File: config.mk
export PLATFORM = sky130hd
export DESIGN_NAME = pwm_fade_sequencer
export DESIGN_NICKNAME = d
export VERILOG_FILES = /design/src/rtl/pwm_pkg.sv /design/src/rtl/pwm_gamma_map.sv /design/src/rtl/pwm_fade_sequencer.sv
export SDC_FILE = /design/constraint.sdc
export NUM_CORES = 1
export LEC_CHECK = 0
export ABC_CLOCK_PERIOD_IN_PS = 3900
export CORE_UTILIZATION = 50
export CTS_CLUSTER_DIAMETER = 50
export DETAILED_ROUTE_END_ITERATION = 7
export DONT_BUFFER_PORTS = 1
export GPL_ROUTABILITY_DRIVEN = 0
export MAX_ROUTING_LAYER = met4
export SLEW_MARGIN = 20
export SYNTH_ARGS = -nofsm -noshare
export SYNTH_HDL_FRONTEND = slang
export SYNTH_SLANG_ARGS = --single-unit
export TNS_END_PERCENT = 10
File: constraint.sdc
create_clock -name sys_clk -period 3.9 [get_ports sys_clk]
set_clock_uncertainty 0.15 [all_clocks]
set_input_delay 0.78 -clock sys_clk [delete_from_list [all_inputs] [get_ports sys_clk]]
set_output_delay 0.78 -clock sys_clk [all_outputs]
set_load 0.02 [all_outputs]
File: src/rtl/pwm_pkg.sv
// rtl/pwm_pkg.sv - shared state encoding and default widths for the PWM fade sequencer
package pwm_pkg;

    localparam int COMPARE_SIZE_DEF  = 8;
    localparam int INTERVAL_SIZE_DEF = 16;

    typedef enum logic [1:0] {
        IDLE  = 2'd0,
        WAIT  = 2'd1,
        WRITE = 2'd2,
        GAP   = 2'd3
    } fade_state_e;

endpackage

File: src/rtl/pwm_gamma_map.sv
// rtl/pwm_gamma_map.sv - combinational square-law level to compare mapping
module pwm_gamma_map
    import pwm_pkg::*;
#(
    parameter int COMPARE_SIZE = COMPARE_SIZE_DEF
) (
    input  logic [COMPARE_SIZE-1:0] level_i,
    output logic [COMPARE_SIZE-1:0] compare_o
);

    logic [2*COMPARE_SIZE-1:0] level_w;

    assign level_w = {{COMPARE_SIZE{1'b0}}, level_i};

    // Full scale maps to full scale so 100% duty stays reachable after squaring.
    assign compare_o = (&level_i) ? {COMPARE_SIZE{1'b1}}
                                  : COMPARE_SIZE'((level_w * level_w) >> COMPARE_SIZE);

endmodule

File: src/rtl/pwm_fade_sequencer.sv
// rtl/pwm_fade_sequencer.sv - ramps a PWM compare level toward a target with spaced write strobes
// Optional gamma mapping of compare_out enabled by PWM_FADE_GAMMA_EN.
module pwm_fade_sequencer
    import pwm_pkg::*;
#(
    parameter int COMPARE_SIZE  = COMPARE_SIZE_DEF,
    parameter int INTERVAL_SIZE = INTERVAL_SIZE_DEF
) (
    input  logic                     sys_clk,
    input  logic                     rst,
    input  logic                     start,
    input  logic                     abort,
    input  logic [COMPARE_SIZE-1:0]  target_in,
    input  logic [COMPARE_SIZE-1:0]  step_in,
    input  logic [INTERVAL_SIZE-1:0] interval_in,
    output logic [COMPARE_SIZE-1:0]  compare_out,
    output logic                     wr_out,
    output logic                     busy,
    output logic                     done
);

    fade_state_e              state_q;
    logic [COMPARE_SIZE-1:0]  level_q, target_q, step_q, compare_q;
    logic [INTERVAL_SIZE-1:0] interval_q, cnt_q;
    logic                     dir_up_q, wr_q, busy_q, done_q;

    logic [COMPARE_SIZE:0]    sum_d, diff_d;
    logic [COMPARE_SIZE-1:0]  level_d, compare_d, step_eff;
    logic [INTERVAL_SIZE-1:0] interval_eff;

    assign step_eff     = (step_in == '0) ? COMPARE_SIZE'(1) : step_in;
    assign interval_eff = (interval_in == '0) ? INTERVAL_SIZE'(1) : interval_in;

    // One extra bit catches both overflow and borrow; either way the result clamps to target.
    always_comb begin
        sum_d   = {1'b0, level_q} + {1'b0, step_q};
        diff_d  = {1'b0, level_q} - {1'b0, step_q};
        level_d = target_q;
        if (dir_up_q) begin
            if (sum_d < {1'b0, target_q}) level_d = sum_d[COMPARE_SIZE-1:0];
        end else if (!diff_d[COMPARE_SIZE] && (diff_d[COMPARE_SIZE-1:0] > target_q)) begin
            level_d = diff_d[COMPARE_SIZE-1:0];
        end
    end

`ifdef PWM_FADE_GAMMA_EN
    pwm_gamma_map #(
        .COMPARE_SIZE(COMPARE_SIZE)
    ) u_gamma (
        .level_i  (level_d),
        .compare_o(compare_d)
    );
`else
    assign compare_d = level_d;
`endif

    always_ff @(posedge sys_clk or posedge rst) begin
        if (rst) begin
            state_q    <= IDLE;
            level_q    <= '0;
            target_q   <= '0;
            step_q     <= '0;
            interval_q <= '0;
            cnt_q      <= '0;
            compare_q  <= '0;
            dir_up_q   <= 1'b0;
            wr_q       <= 1'b0;
            busy_q     <= 1'b0;
            done_q     <= 1'b0;
        end else begin
            wr_q   <= 1'b0;
            done_q <= 1'b0;
            if (abort) begin
                state_q <= IDLE;
                busy_q  <= 1'b0;
            end else begin
                case (state_q)
                    IDLE: begin
                        if (start) begin
                            target_q   <= target_in;
                            step_q     <= step_eff;
                            interval_q <= interval_eff;
                            if (level_q == target_in) begin
                                done_q <= 1'b1;
                            end else begin
                                dir_up_q <= (target_in > level_q);
                                cnt_q    <= interval_eff - INTERVAL_SIZE'(1);
                                state_q  <= WAIT;
                                busy_q   <= 1'b1;
                            end
                        end
                    end
                    WAIT: begin
                        if (cnt_q == '0) begin
                            level_q   <= level_d;
                            compare_q <= compare_d;
                            wr_q      <= 1'b1;
                            state_q   <= WRITE;
                        end else begin
                            cnt_q <= cnt_q - INTERVAL_SIZE'(1);
                        end
                    end
                    WRITE: state_q <= GAP;
                    GAP: begin
                        if (level_q == target_q) begin
                            state_q <= IDLE;
                            busy_q  <= 1'b0;
                            done_q  <= 1'b1;
                        end else begin
                            cnt_q   <= interval_q - INTERVAL_SIZE'(1);
                            state_q <= WAIT;
                        end
                    end
                    default: begin
                        state_q <= IDLE;
                        busy_q  <= 1'b0;
                    end
                endcase
            end
        end
    end

    assign compare_out = compare_q;
    assign wr_out      = wr_q;
    assign busy        = busy_q;
    assign done        = done_q;

endmodule

==> run summary, run 1 <==
Final Cycle Share: 94.1%
Worst-Margin Slew: 850 ps
CP required: 3960 ps
Final worst setup slack: 230 ps
Setup crit end kind: flop
CP max-delay cell: dfrtp_1
Critical Path Start Type: flop
First-pass GRT wire length: 18400 µm
Main combinational cell family by area after synthesis: compound AO/OA/AOI/OAI gates
Die area: 9480 µm²
Clock-pin transition on the worst setup and hold timing paths: 80 ps
Register-to-register setup slack: 230 ps
Fin crit period: 3670 ps
Cell variety after synth: 58
Worst stage delay on the critical path: 530 ps
Placed Area: 4710 µm²
Largest net degree at the start of global routing: 39
Fraction of layout cells with a size suffix above 1: 15.7%
Critical path arrival: 3730 ps
Adder-cell share of the synthesized area: 13.3%
Yosys reg bits: 62
Share of the synthesized area in the top cell type: 34.1%
Area grow syn2layout: 7.65%
Sequential element share of the synthesized area: 34.1%
Mapped Avg Cell Area: 9.61 µm²
Via count: 3519
CP cell instances: ha_1 > buf_4 > o21a_1 > o31a_1 > o21a_1 > nor2_1 > xnor2_1 > ha_1 > a21oi_1 > o21ai_0 > o221ai_4 > mux2i_1 > o22a_1 > o21ai_0
Mux contribution to synthesized area: 9.66%
Die width: 97.4 µm
Synth Area in XOR/XNOR: 6.16%
Syn nets: 556
Complex-gate fraction of the synthesized area: 19.6%
Placed cells: 578
Setup WS pre-CTS: 108 ps
Clock latency on the worst-skew pair: 340 ps
I/O pin count: 47
Clock tree buffer depth: 2
Top FF cell, synth: dfrtp_1
Outcome: finished, final reports clean
ANT nets after route: 0
Syn Inst Count: 473
# diodes: 0
Setup Crit Path Kind: flop to flop
CTS buffer count: 9
Max Cap Viol: 0
Initial core utilization: 51.9%
Die height: 97.4 µm
Synth top area cells: dfrtp_1 (34%), ha_1 (12%), mux2_2 (7.7%), xnor2_1 (5.0%), o21ai_0 (3.6%)
Largest area contributor in the netlist: dfrtp_1
WHS: 256 ps
Pre-antenna DRT Iters: 4
Final Instance Count excl. Fillers: 592
CORE AREA: 8760 µm²
Wirelength per Cell: 18.5 µm
Most frequent cells after synthesis: dfrtp_1 (62), ha_1 (45), inv_1 (37)
Asr flop ratio synth: 100%
CTS Sinks: 62
PD cells: 939 nW/µm²
Post-CTS setup buffers: 0
H-tree depth: 3
Overall Global Routing Usage: 25.2%
Rows: 34
Rel. slew slack: 43.3%
HPWL after detailed placement: 8510 µm
Core Util, Final: 55.9%
Via-to-Cell Ratio: 5.94
CTS tree: yes
Total grt overflow: 0
VDD IR max: 0.364 mV
Initial DRC Count: 83
Leakage: 2.20 nW
Post-synthesis cell area: 4550 µm²
HP Class: primary input to async pin
Top-count cell post-synth: dfrtp_1
Vias in the first global route: 3593
Synth Area in Simple Gates: 12.2%
Post-layout net count: 564
Final instance area: 4890 µm²
Max Slew Vio Count: 0
Final Setup Violations: 0
Critical path peak fanout: 9
Fmax: 273 MHz
Final wirelength: 10900 µm
DR DRC count: 0
Ys Warns: 0
Antenna violations before repair: 0
Final Hold Fails: 0
# port buffers: 0
RSZ-0062 raised after global routing: true
Post-synth EDFFs: 0
Root buffer selected by CTS: clkbuf_8
==> worst max-delay path: cells and delay by family, from the launching register on <==
family / cells / cell delay, ps
AOI/OAI and AO/OA: 8 / 1340
adders and majority gates: 2 / 760
DFF: 1 / 530
muxes: 1 / 280
xor gates and xnor gates: 1 / 250
buffers and inverters: 1 / 160
and+or+nand+nor: 1 / 50
==> placed cells by master (no fill, tap or decap), types with 3 or more instances in the layout <==
cell type / count
a22oi_1: 6
a22o_1: 13
o211ai_1: 5
inv_1: 36
ha_1: 45
buf_4: 15
a2bb2oi_1: 3
nor2_1: 18
a21oi_1: 22
o221ai_1: 3
or3_1: 3
nand2_1: 36
mux2i_1: 9
nand4_1: 9
mux2_2: 31
clkbuf_8: 10
o21bai_1: 3
a21oi_2: 5
nor4_1: 11
o21ai_0: 33
nand3_1: 3
nor3_1: 6
o21a_1: 8
dfrtp_1: 62
a211oi_1: 5
nor2b_1: 5
or4_1: 4
xnor2_1: 26
o21ai_1: 3
nand2b_1: 4
xor2_1: 6
==> final timing paths <==
check / startpoint / endpoint / cells after the start
hold / removal: rst / target_q[5]$_DFFE_PP0P_ / 1
setup reg to reg: compare_out[3]$_DFFE_PP0P_ / compare_out[7]$_DFFE_PP0P_ / 14
min in group sys_clk: interval_q[8]$_DFFE_PP0P_ / interval_q[8]$_DFFE_PP0P_ / 2
hold reg to reg: interval_q[8]$_DFFE_PP0P_ / interval_q[8]$_DFFE_PP0P_ / 2
max in group asynchronous: rst / cnt_q[9]$_DFFE_PP0P_ / 2
setup / recovery: compare_out[3]$_DFFE_PP0P_ / compare_out[7]$_DFFE_PP0P_ / 14
==> where the power goes <==
group          leakage, nW  switching (mW)  internal [mW]
registers            0.738           0.266          0.921
clock network       0.0821           0.252          0.240
logic                 1.38            1.59           1.33
==> per-stage QoR <==
stage / setup TNS (ps) / total power [mW]
after global routing: -14.2 / 5.03
after global placement: 0 / 3.98
after CTS: 0 / 4.55
final: 0 / 4.60
after floorplan: 0 / 3.38
after detailed placement: 0 / 4.04
==> cells by family after synthesis <==
group,Yosys count
multiplexers,40
AND/OR/NAND/NOR,108
XOR/XNOR,32
AO/OA/AOI/OAI,128
adder cells (fa/ha/maj),47
flip-flops,62
buffers and inverters,56
==> state kept, by name, summed over array words and instances (netlist names), 2 cells and up <==
register / count
step_q: 8
compare_out: 8
state_q: 2
target_q: 8
interval_q: 16
cnt_q: 16
==> metal layers <==
metal,vias up,GRT usage (%),share of wire [%]
met5,-,-,0
met4,0,8.60,2.5
met3,22,4.24,3.3
met2,76,44.1,51
met1,1694,29.1,43
li1,1727,-,-
==> area by class of cell <==
class / instances / area, µm²
fillers: 812 / 3870
multi-input cells: 355 / 2800
flip-flops and latches: 62 / 1550
clock buffers: 12 / 145
inverters: 38 / 143
well taps: 108 / 135
repair buffers: 15 / 113
clock inverters: 2 / 10.0
==> what timing repair did <==
item	CTS	global route
endpoints found under the setup margin	0	8
hold buffers	0	0
resized for setup	0	4
(Power assumes the default switching activity.)
==> inputs of run 2 (changes only) <==
- CORE_UTILIZATION: 50 -> 25
- PLACE_DENSITY: not set -> 0.38
==> run 2 against run 1 <==
Critical path depth increased by 1. Flip-flop and latch count stayed put. Count of clock-buffer cells in the layout shrank 3. Worst setup slack got worse by 26 ps. Global-route usage fell by 9.8 points. Final cell count grew 21%. Clock power is 58% higher. Largest cell class unchanged. Sequential share of layout area fell by 1.9 points. Fmax shrank 0.72%. Combinational power rose by 4%. Total power grew 9.0%. Critical path type unchanged.
==> run summary, run 2 (synthesis results as in run 1) <==
CORE AREA: 17500 µm²
Root buffer selected by CTS: clkbuf_16
Fmax: 271 MHz
Antenna violations before repair: 0
Clock tree buffer depth: 2
Wirelength per Cell: 18.3 µm
# diodes: 0
Most frequent cells in the layout: dfrtp_1 (62), ha_1 (45), nand2_1 (36), inv_1 (36), o21ai_0 (32)
M1 wire length: 5920 µm
Max Slew Vio Count: 0
Largest net degree at the start of global routing: 39
Most common cell after layout, fill and taps aside: dfrtp_1
Seq pwr share: 23.7%
TNS Setup: 0 ps
First-pass GRT wire length: 20800 µm
Combinational power share: 60.9%
Top Layer Used: met4
Initial DRC Count: 132
Overall power: 5.01 mW
Final Instance Count excl. Fillers: 716
Max Cap Viol: 0
DR DRC count: 0
CTS Hold Buffers Added: 0
H-tree depth: 3
Clock latency on the worst-skew pair: 340 ps
CTS tree: yes
Switching portion of total power: 46.0%
CP required: 3970 ps
WHS: 273 ps
Fin crit period: 3700 ps
Final Setup Violations: 0
Critical Path Start Type: flop
Total grt overflow: 0
HPWL after detailed placement: 10200 µm
Critical path peak fanout: 5
Setup Crit Path Kind: flop to flop
WL met2: 6240 µm
Vias in the first global route: 3740
Placed Area: 4880 µm²
HP Class: primary input to async pin
Initial core utilization: 25.9%
I/O pin count: 47
Setup crit end kind: flop
Rel. slew slack: 37.0%
Clock-pin transition on the worst setup and hold timing paths: 60 ps
Biggest regs: cnt_q: 16 flops, interval_q: 16 flops
Die area: 18700 µm²
Placed cells: 698
Rows: 48
Leakage: 2.27 nW
Final wirelength: 13100 µm
Area grow syn2layout: 14.5%
Final instance area: 5200 µm²
Overall Global Routing Usage: 15.4%
Sw power: 2.30 mW
Pre-antenna DRT Iters: 5
Worst R2R Start: compare_out[0]$_DFFE_PP0P_
CTS buffer count: 9
Post-layout net count: 569
Fraction of layout cells with a size suffix above 1: 17.1%
CTS Sinks: 62
Setup crit start: compare_out[0]$_DFFE_PP0P_
Outcome: finished, final reports clean
Critical path arrival: 3760 ps
ANT nets after route: 0
# port buffers: 0
PD cells: 962 nW/µm²
Final Cycle Share: 94.8%
VDD IR max: 0.355 mV
Fill count: 1859
Clock network fraction of total power: 15.5%
Final Hold Fails: 0
Worst-Margin Slew: 945 ps
Die width: 137 µm
WL met3: 637 µm
Die height: 137 µm
Via-to-Cell Ratio: 4.99
Via count: 3574
P_int: 2.71 mW
run 2: cell types whose count changed in the layout (fill, tap and decap cells not counted):
cell / change
clkinv_2: -1
a221oi_1: +1
o21ai_0: -1
buf_4: +4
clkbuf_1: -2
clkbuf_8: -10
o221ai_2: +1
o21ai_1: +1
inv_6: +4
a221oi_2: -1
clkbuf_16: +9
clkinvlp_4: +2
run 2: worst max-delay path, stage by stage, from the launching register on:
cell and delay (ps):
dfrtp_1 420, inv_1 70, ha_1 170, inv_1 60, fa_1 430, a211oi_1 320
o21bai_1 120, a21oi_1 190, xnor2_1 130, ha_1 320, nand4_1 170, buf_4 210
o221ai_4 310, mux2i_1 230, a2bb2oi_1 180, o21ai_0 100
run 2: area by class of cell:
type / instances / area [µm²] / share of cell area, %
well taps: 225 / 282 / 5.41
flip-flops and latches: 62 / 1550 / 29.8
repair buffers: 19 / 143 / 2.74
clock inverters: 7 / 55.1 / 1.06
inverters: 38 / 143 / 2.74
clock buffers: 9 / 225 / 4.33
multi-input cells: 356 / 2810 / 53.9
run 2: repair_timing:
item / CTS / global route
setup endpoints to repair: 0 / 8
buffers inserted: 0 / 1
gates resized for setup: 0 / 4
run 2: power groups by stage:
stage                     registers, mW  logic (mW)  clock network [mW]
after floorplan                    1.11        2.27                   0
after global placement             1.20        2.90                   0
after detailed placement           1.20        2.91                   0
after CTS                          1.19        2.94               0.800
after global routing               1.23        3.42               0.827
final                              1.18        3.05               0.776
run 2: layer usage:
metal,global-route usage (%),vias to the layer above
li1,-,1750
met1,18.7,1708
met2,24.8,94
met3,3.00,22
met4,6.47,0
met5,-,-
run 2: final timing paths:
path	endpoint	slack [ps]	cells past startpoint
max	compare_out[0]$_DFFE_PP0P_	200	15
min	step_q[5]$_DFFE_PP0P_	270	1
max reg2reg	compare_out[0]$_DFFE_PP0P_	200	15
min reg2reg	interval_q[8]$_DFFE_PP0P_	330	2
max in group asynchronous	target_q[6]$_DFFE_PP0P_	2530	2
min in group sys_clk	interval_q[8]$_DFFE_PP0P_	330	2
run 2: through the flow:
| step | setup slack, ps | utilization, % |
|---|---|---|
| finish | 204 | 29.7 |
| global route | -36.6 | 29.7 |
| CTS | 92.5 | 29.4 |
| detailed placement | 118 | 27.8 |
| global placement | 237 | 27.8 |
| floorplan | 401 | - |
